File: src/rtl/execute_writeback_unit.sv
// Execute/writeback stage: one ALU op on latched register-file operands, result written back.
// Optional EXEC_FLAGS_EN adds registered zeroFlag/carryFlag outputs.
module execute_writeback_unit #(
    parameter int unsigned WIDTH      = 8,
    parameter int unsigned ADDR_WIDTH = 3
) (
    input  logic                  clock,
    input  logic                  reset,
    input  logic                  start,
    input  logic [2:0]            opcode,
    input  logic [ADDR_WIDTH-1:0] destReg,
    input  logic [WIDTH-1:0]      operand1,
    input  logic [WIDTH-1:0]      operand2,
    output logic                  busy,
    output logic                  done,
    output logic                  writeEnable,
    output logic [ADDR_WIDTH-1:0] writeRegister,
    output logic [WIDTH-1:0]      writeData
`ifdef EXEC_FLAGS_EN
    ,
    output logic                  zeroFlag,
    output logic                  carryFlag
`endif
);

    localparam logic [2:0] OpAdd = 3'd0;
    localparam logic [2:0] OpSub = 3'd1;
    localparam logic [2:0] OpAnd = 3'd2;
    localparam logic [2:0] OpOr  = 3'd3;
    localparam logic [2:0] OpXor = 3'd4;
    localparam logic [2:0] OpShl = 3'd5;
    localparam logic [2:0] OpShr = 3'd6;
    localparam logic [2:0] OpMul = 3'd7;

    // Flag build keeps the full product (for MUL carry) and one extra carry bit.
`ifdef EXEC_FLAGS_EN
    localparam int unsigned AccW = 2 * WIDTH;
    localparam int unsigned ExtW = WIDTH + 1;
`else
    localparam int unsigned AccW = WIDTH;
    localparam int unsigned ExtW = WIDTH;
`endif

    typedef enum logic [1:0] {StIdle, StExec, StWb} state_e;

    state_e                state_q;
    logic [2:0]            op_q;
    logic [ADDR_WIDTH-1:0] dest_q;
    logic [AccW-1:0]       mcand_q;
    logic [AccW-1:0]       acc_q;
    logic [WIDTH-1:0]      mplier_q;
    logic [7:0]            count_q;

    logic [AccW-1:0]       mul_next;
    logic [2:0]            shamt;
    logic [WIDTH:0]        shr_tmp;
    logic [ExtW-1:0]       ext_res;
    logic                  exec_last;

    always_comb begin
        shamt     = mplier_q[2:0];
        mul_next  = acc_q + (mplier_q[0] ? mcand_q : '0);
        shr_tmp   = {mcand_q[WIDTH-1:0], 1'b0} >> shamt;
        exec_last = (op_q != OpMul) || (count_q == 8'(WIDTH - 1));
        ext_res   = '0;
        // Bit WIDTH of ext_res (flag build only) carries the op's carry/borrow/shifted-out bit.
        unique case (op_q)
            OpAdd: ext_res = ExtW'({1'b0, mcand_q[WIDTH-1:0]} + {1'b0, mplier_q});
            OpSub: ext_res = ExtW'({1'b0, mcand_q[WIDTH-1:0]} - {1'b0, mplier_q});
            OpAnd: ext_res = ExtW'(mcand_q[WIDTH-1:0] & mplier_q);
            OpOr:  ext_res = ExtW'(mcand_q[WIDTH-1:0] | mplier_q);
            OpXor: ext_res = ExtW'(mcand_q[WIDTH-1:0] ^ mplier_q);
            OpShl: ext_res = ExtW'({1'b0, mcand_q[WIDTH-1:0]} << shamt);
            OpShr: ext_res = ExtW'({shr_tmp[0], shr_tmp[WIDTH:1]});
            OpMul: ext_res = ExtW'(mul_next);
            default: ext_res = '0;
        endcase
    end

`ifdef EXEC_FLAGS_EN
    logic carry_next;
    always_comb begin
        carry_next = ext_res[WIDTH];
        if (op_q == OpMul) begin
            carry_next = |mul_next[AccW-1:WIDTH];
        end
    end
`endif

    always_ff @(posedge clock) begin
        if (reset) begin
            state_q       <= StIdle;
            op_q          <= '0;
            dest_q        <= '0;
            mcand_q       <= '0;
            acc_q         <= '0;
            mplier_q      <= '0;
            count_q       <= '0;
            busy          <= 1'b0;
            done          <= 1'b0;
            writeEnable   <= 1'b0;
            writeRegister <= '0;
            writeData     <= '0;
`ifdef EXEC_FLAGS_EN
            zeroFlag      <= 1'b0;
            carryFlag     <= 1'b0;
`endif
        end else begin
            done        <= 1'b0;
            writeEnable <= 1'b0;
            case (state_q)
                StIdle: begin
                    if (start) begin
                        op_q     <= opcode;
                        dest_q   <= destReg;
                        mcand_q  <= AccW'(operand1);
                        mplier_q <= operand2;
                        acc_q    <= '0;
                        count_q  <= '0;
                        busy     <= 1'b1;
                        state_q  <= StExec;
                    end
                end
                StExec: begin
                    if (exec_last) begin
                        writeData     <= ext_res[WIDTH-1:0];
                        writeRegister <= dest_q;
                        writeEnable   <= 1'b1;
                        done          <= 1'b1;
`ifdef EXEC_FLAGS_EN
                        zeroFlag      <= (ext_res[WIDTH-1:0] == '0);
                        carryFlag     <= carry_next;
`endif
                        state_q       <= StWb;
                    end else begin
                        acc_q    <= mul_next;
                        mcand_q  <= mcand_q << 1;
                        mplier_q <= mplier_q >> 1;
                        count_q  <= count_q + 8'd1;
                    end
                end
                StWb: begin
                    busy    <= 1'b0;
                    state_q <= StIdle;
                end
                default: state_q <= StIdle;
            endcase
        end
    end

endmodule

File: config.mk
export PLATFORM = sky130hd
export DESIGN_NAME = execute_writeback_unit
export DESIGN_NICKNAME = d
export VERILOG_FILES = /design/src/rtl/execute_writeback_unit.sv
export SDC_FILE = /design/constraint.sdc
export NUM_CORES = 1
export LEC_CHECK = 0
export CAP_MARGIN = 0
export CORE_MARGIN = 8
export CORE_UTILIZATION = 58
export CTS_CLUSTER_SIZE = 14
export DETAILED_ROUTE_END_ITERATION = 6
export HOLD_SLACK_MARGIN = 0.15
export PLACE_DENSITY = 0.87
export SYNTH_ARGS = -nofsm -noshare
export SYNTH_HDL_FRONTEND = slang
export SYNTH_SLANG_ARGS = --single-unit
File: constraint.sdc
create_clock -name clock -period 4.45 [get_ports clock]
set_clock_uncertainty 0.2 [all_clocks]
set_input_delay 0.89 -clock clock [delete_from_list [all_inputs] [get_ports clock]]
set_output_delay 0.89 -clock clock [all_outputs]
set_load 0.02 [all_outputs]
==> flow_metrics.py, run 1 <==
metrics = {
    "outcome": {
        "status": "complete, no violations",
    },
    "clock_network": {
        "cts_buffers": 5,
        "cts.path.max_buffers": 2,
        "ctsHoldBuffers": 0,
        "path_clk_slew_ps": 100,
        "cts_setup_buffers": 0,
        "htreeDepth": 2,
        "clk_latency_ps": 300,
        "root_buffer": "clkbuf_8",
        "clock-sinks": 53,
        "cts_resized": 0,
        "cts_tree": "built",
    },
    "drt": {
        "drt-initial-drc-count": 247,
        "wirelength_um": 11080,
        "ant_nets": 0,
        "drc": 0,
        "routedWlPerCell_um": 18.47,
        "vias": 3782,
        "drt-vias-per-instance": 6.303,
        "first_pass_iters": 5,
    },
    "critical_path": {
        "regToRegEndpoint": "writeData[7]$_SDFFE_PP0P_",
        "reg2reg_depth": 11,
        "start_kind": "flop",
        "crit_fanout": 19,
        "crit_end": "writeData[7]$_SDFFE_PP0P_",
        "r2r-start": "mplier_q[0]$_SDFFE_PP0P_",
        "end_kind": "flop",
        "path_class": "flop to flop",
        "arrival_ps": 3580,
        "ff2ff_setup_slack_ps": 900,
        "critPathLaunch": "mplier_q[0]$_SDFFE_PP0P_",
        "cp.required_ps": 4480,
    },
    "yosys": {
        "synth_area_sq_mm": 0.003984,
        "ys_warn_count": 0,
        "synth_nets": 561,
        "ys.flop_type": "dfxtp_1",
        "synth_seq_cells": 53,
        "synth_async_sr_flop_share_pct": 0,
        "synth_edf_count": 0,
        "syn_avg_cell_area_sq_um": 7.952,
        "syn_inst": 501,
        "yosysUniqueCellTypes": 65,
        "yosysSeqAreaShare_pct": 26.63,
    },
    "floorplanning": {
        "die_h_um": 98.88,
        "die_area_sq_mm": 0.009776,
        "die_w_um": 98.88,
        "core_sq_mm": 0.006719,
        "ios": 39,
        "initial_utilization_pct": 59.29,
        "num_rows": 30,
    },
    "timing": {
        "fin_ws_ps": 899.2,
        "fin_setup_tns_ps": 0,
        "fmax_mhz": 281.6,
        "slew_headroom_pct": 18.53,
        "worstMarginPinSlew_ps": 1206,
        "drv_slew": 0,
        "final_hold_viol_count": 0,
        "setup-violations-final": 0,
        "fin_crit_ps": 3551,
        "rsz0062_at_grt": "false",
        "period_share_pct": 79.79,
    },
    "final_layout": {
        "num_antenna_cells": 0,
        "instances_no_fill": 600,
        "fin_area_sq_mm": 0.004479,
        "fillers": 595,
        "multiInputGateArea_sq_mm": 0.002673,
        "ff_latch_area_sq_mm": 0.001061,
        "nNetsFinal": 579,
        "layout_common_cells": "71 x nand2_1, 53 x dfxtp_1, 52 x nor2_1",
        "layout_commonest_cell": "nand2_1",
        "drive_above_1_share_pct": 5.385,
        "area_delta_synth_final_pct": 12.44,
    },
    "grt": {
        "gr-usage-met2_pct": 37.58,
        "antenna_found_initial": 0,
        "grt_overflow": 0,
        "grt_pass1_vias": 3770,
        "grt_max_degree": 34,
        "top_usage_layer": "met2",
        "grt_use_total_pct": 22.82,
        "grt_pass1_wl_um": 18280,
        "use_met3_pct": 5.074,
        "grt_use_met1_pct": 27.94,
    },
    "power": {
        "switching_share_pct": 33.40,
        "power_frac_seq_pct": 42.0,
        "cellPowerDensity_mw_per_mm2": 288.1,
        "ir_worst_vdd_mv": 0.1885,
        "power_leakage_nw": 1.708,
        "p_total_mw": 1.291,
        "p_comb_share_pct": 32.7,
        "power_frac_clock_pct": 25.3,
        "switchingPower_mw": 0.4311,
        "p_int_mw": 0.8595,
    },
    "place": {
        "placed_area_sq_mm": 0.004368,
        "hpwl_um": 8242,
        "place_inst": 592,
        "place_ws_ps": 985.9,
        "routabilityCongestion": 1.005,
        "portBuffers": 38,
    },
    "worst_hold_path": {
        "hold_path_class": "flop to flop",
    },
    "job": {
        "drv_cap": 0,
    },
}
final cells by class:
cell class / count / share of cell area (%)
multi-input combinational: 388 / 59.66
inverter: 25 / 2.095
timing repair buffer: 46 / 9.832
sequential: 53 / 23.69
tap: 80 / 2.235
clock inverter: 2 / 0.8659
clock buffer: 6 / 1.620
worst min path at each step:
stage / startpoint / to / slack, ps / cells past startpoint
floorplan: dest_q[0]$_SDFFE_PP0P_ / writeRegister[0]$_SDFFE_PP0P_ / 230 / 2
global placement: dest_q[1]$_SDFFE_PP0P_ / writeRegister[1]$_SDFFE_PP0P_ / 240 / 2
detailed placement: writeRegister[2]$_SDFFE_PP0P_ / writeRegister[2]$_SDFFE_PP0P_ / 250 / 2
CTS: writeRegister[2]$_SDFFE_PP0P_ / writeRegister[2]$_SDFFE_PP0P_ / 260 / 2
global route: dest_q[0]$_SDFFE_PP0P_ / dest_q[0]$_SDFFE_PP0P_ / 290 / 2
finish: writeRegister[2]$_SDFFE_PP0P_ / writeRegister[2]$_SDFFE_PP0P_ / 260 / 2
flip-flops by register name (all words and copies together), names as in the netlist:
signal         cells
mplier_q           8
acc_q              8
writeRegister      3
op_q               3
dest_q             3
count_q            8
writeEnable        1
busy               1
mcand_q            8
writeData          8
state_q            2
worst max-delay path, cell delays in order, from the launching register on:
cell,delay (ps)
dfxtp_1,330
buf_4,270
clkinv_1,360
ha_1,400
mux2i_1,250
ha_1,280
nor2b_1,140
o31a_1,270
o41ai_1,410
nand3_1,140
a211o_1,280
a31oi_1,150
layer usage:
| layer | vias up | share of wire [%] |
|---|---|---|
| li1 | 1830 | - |
| met1 | 1793 | 44 |
| met2 | 134 | 46 |
| met3 | 25 | 7.4 |
| met4 | 0 | 2.9 |
| met5 | - | 0 |
synth_stat cells (all sizes together) (3+ instances only):
| master | n | area (sq um) |
|---|---|---|
| nand2b | 13 | 81.33 |
| nor3 | 10 | 50.05 |
| o21a | 4 | 30.03 |
| a221oi | 3 | 26.28 |
| o211ai | 3 | 22.52 |
| a21oi | 41 | 205.2 |
| a21o | 3 | 22.52 |
| o21ai | 10 | 50.05 |
| and3 | 5 | 31.28 |
| a221o | 4 | 40.04 |
| o21bai | 3 | 22.52 |
| nand4 | 4 | 25.02 |
| inv | 24 | 90.09 |
| clkbuf | 23 | 86.33 |
| a31oi | 6 | 37.54 |
| a211oi | 4 | 30.03 |
| a22oi | 9 | 67.56 |
| dfxtp | 53 | 1061 |
| xnor2 | 13 | 113.9 |
| buf | 12 | 70.06 |
| nand3 | 14 | 70.07 |
| mux4 | 7 | 157.7 |
| mux2i | 11 | 110.1 |
| nand2 | 72 | 277.8 |
| nor2b | 4 | 25.02 |
| ha | 33 | 412.9 |
| xor2 | 7 | 61.31 |
| a311oi | 14 | 122.6 |
| nor2 | 53 | 201.5 |
power groups by stage:
stage	registers [mW]	clock network [mW]	logic, mW
6_report	0.543	0.326	0.422
5_1_grt	0.547	0.349	0.463
4_1_cts	0.542	0.334	0.417
3_5_place_dp	0.553	0	0.414
3_3_place_gp	0.551	0	0.405
2_1_floorplan	0.541	0	0.306
stage by stage:
step           util [%]  hold slack (ps)
6_report          66.67            257.7
5_1_grt           66.67            288.0
4_1_cts           66.67            260.5
3_5_place_dp      65.01            246.7
3_3_place_gp      65.01            235.3
2_1_floorplan         -            232.1
cells by family after synthesis:
kind of cell | synth area share (%)
fa+ha+maj | 11.37
mux | 6.721
buf+inv | 6.281
compound gates | 21.42
xor+xnor | 4.994
flops | 26.63
simple gates | 22.58
No activity file was read; power rests on OpenSTA's default activity.
==> run 2, diff against run 1 <==
- clock period: 4.45 -> 3.5 ns (I/O delays scaled with it)
==> run 2 against run 1 <==
Routed wire length is 0.31% lower. Combinational power up 33%. First-iteration DRC count grew 27%. Via count increased by 1.2%. Non-clock buffer count grew 8. Die area stayed put. Largest power group unchanged.
==> flow_metrics.py, run 2 (synthesis gave the netlist of run 1 again) <==
metrics = {
    "outcome": {
        "status": "complete, no violations",
    },
    "critical_path": {
        "arrival_ps": 2970,
        "path_class": "flop to flop",
        "crit_fanout": 3,
        "end_kind": "flop",
        "start_kind": "flop",
        "cp.required_ps": 3540,
    },
    "drt": {
        "routedWlPerCell_um": 18.17,
        "drc": 0,
        "first_pass_iters": 5,
        "drt-vias-per-instance": 6.294,
        "ant_nets": 0,
        "vias": 3827,
        "drt-initial-drc-count": 314,
        "wirelength_um": 11050,
    },
    "timing": {
        "setup-violations-final": 0,
        "fin_setup_tns_ps": 0,
        "drv_slew": 0,
        "period_share_pct": 83.50,
        "slew_headroom_pct": 59.94,
        "fin_crit_ps": 2922,
        "worstMarginPinSlew_ps": 596.3,
        "holdWs_ps": 258.5,
        "fmax_mhz": 342.2,
        "rsz0062_at_grt": "false",
        "final_hold_viol_count": 0,
    },
    "job": {
        "drv_cap": 0,
    },
    "clock_network": {
        "clock-sinks": 53,
        "clk_latency_ps": 320,
        "htreeDepth": 2,
        "ctsHoldBuffers": 0,
        "root_buffer": "clkbuf_8",
        "cts_tree": "built",
        "cts_buffers": 5,
        "path_clk_slew_ps": 100,
        "cts.path.max_buffers": 2,
        "cts_setup_buffers": 0,
        "cts_resized": 0,
    },
    "final_layout": {
        "drive_above_1_share_pct": 6.818,
        "num_antenna_cells": 0,
        "fin_area_sq_mm": 0.004516,
        "layout_common_cells": "71 x nand2_1, 53 x dfxtp_1, 52 x nor2_1",
        "nNetsFinal": 587,
        "instances_no_fill": 608,
        "layout_commonest_cell": "nand2_1",
        "area_delta_synth_final_pct": 13.35,
    },
    "place": {
        "place_inst": 600,
        "routabilityCongestion": 0.9671,
        "placed_area_sq_mm": 0.004428,
        "hpwl_um": 8295,
        "portBuffers": 38,
    },
    "power": {
        "power_leakage_nw": 1.731,
        "ir_worst_vdd_mv": 0.2115,
        "cellPowerDensity_mw_per_mm2": 353.8,
        "p_total_mw": 1.598,
    },
    "grt": {
        "grt_pass1_wl_um": 18530,
        "grt_overflow": 0,
        "antenna_found_initial": 0,
        "grt_max_degree": 34,
        "grt_use_total_pct": 22.95,
        "grt_pass1_vias": 3793,
    },
    "worst_hold_path": {
        "hold_path_class": "flop to flop",
    },
    "floorplanning": {
        "initial_utilization_pct": 59.29,
        "die_area_sq_mm": 0.009776,
        "core_sq_mm": 0.006719,
        "ios": 39,
        "die_w_um": 98.88,
        "die_h_um": 98.88,
        "num_rows": 30,
    },
}
## run 2: cell types whose count changed in the layout (fill, tap and decap cells not counted), sizes merged
cell	previous run	this run
clkinv	2	1
bufinv	1	0
clkinvlp	0	2
buf	8	16
## run 2: layer usage
metal | part of all wire, % | vias up | GRT usage [%]
met4 | 2.4 | 0 | 9.327
met3 | 6.6 | 24 | 4.510
met2 | 47 | 162 | 37.68
li1 | - | 1838 | -
met5 | 0 | - | 0
met1 | 44 | 1803 | 28.63
## run 2: path summary, 6_finish.rpt
check                                start                            end  slack [ps]  cells past startpoint
setup / recovery  mplier_q[0]$_SDFFE_PP0P_      writeData[7]$_SDFFE_PP0P_         580                     10
hold / removal      dest_q[1]$_SDFFE_PP0P_  writeRegister[1]$_SDFFE_PP0P_         260                      2
setup reg to reg  mplier_q[0]$_SDFFE_PP0P_      writeData[7]$_SDFFE_PP0P_         580                     10
hold reg to reg     dest_q[1]$_SDFFE_PP0P_  writeRegister[1]$_SDFFE_PP0P_         260                      2
## run 2: per-stage QoR
step | utilization [%] | worst slack, ps
after floorplan | - | 446.1
after global placement | 65.90 | 754.0
after detailed placement | 65.90 | 646.7
after CTS | 67.21 | 591.9
after global routing | 67.21 | 320.0
final | 67.21 | 577.6
## run 2: where the power goes
group	internal (mW)	leakage (nW)	total (mW)	switching, mW
clock	0.142	0.0374	0.355	0.213
combinational	0.250	1.26	0.563	0.313
sequential	0.635	0.433	0.680	0.0451
total	1.03	1.73	1.60	0.571
## run 2: final cells by class
cell class	count	area, sq um
clock buffer	6	72.57
clock inverter	2	15.01
fill	583	2203
inverter	25	93.84
multi-input combinational	388	2673
sequential	53	1061
tap	80	100.1
timing repair buffer	54	500.5
## run 2: critical path, cell delays in order (launching register included)
cell and delay (ps):
dfxtp_1 340, clkinv_1 90, ha_1 310, mux2i_1 260, ha_1 290, nor2b_1 150, o31a_1 280, o41ai_1 390
nand3_1 130, a211o_1 260, a31oi_1 150
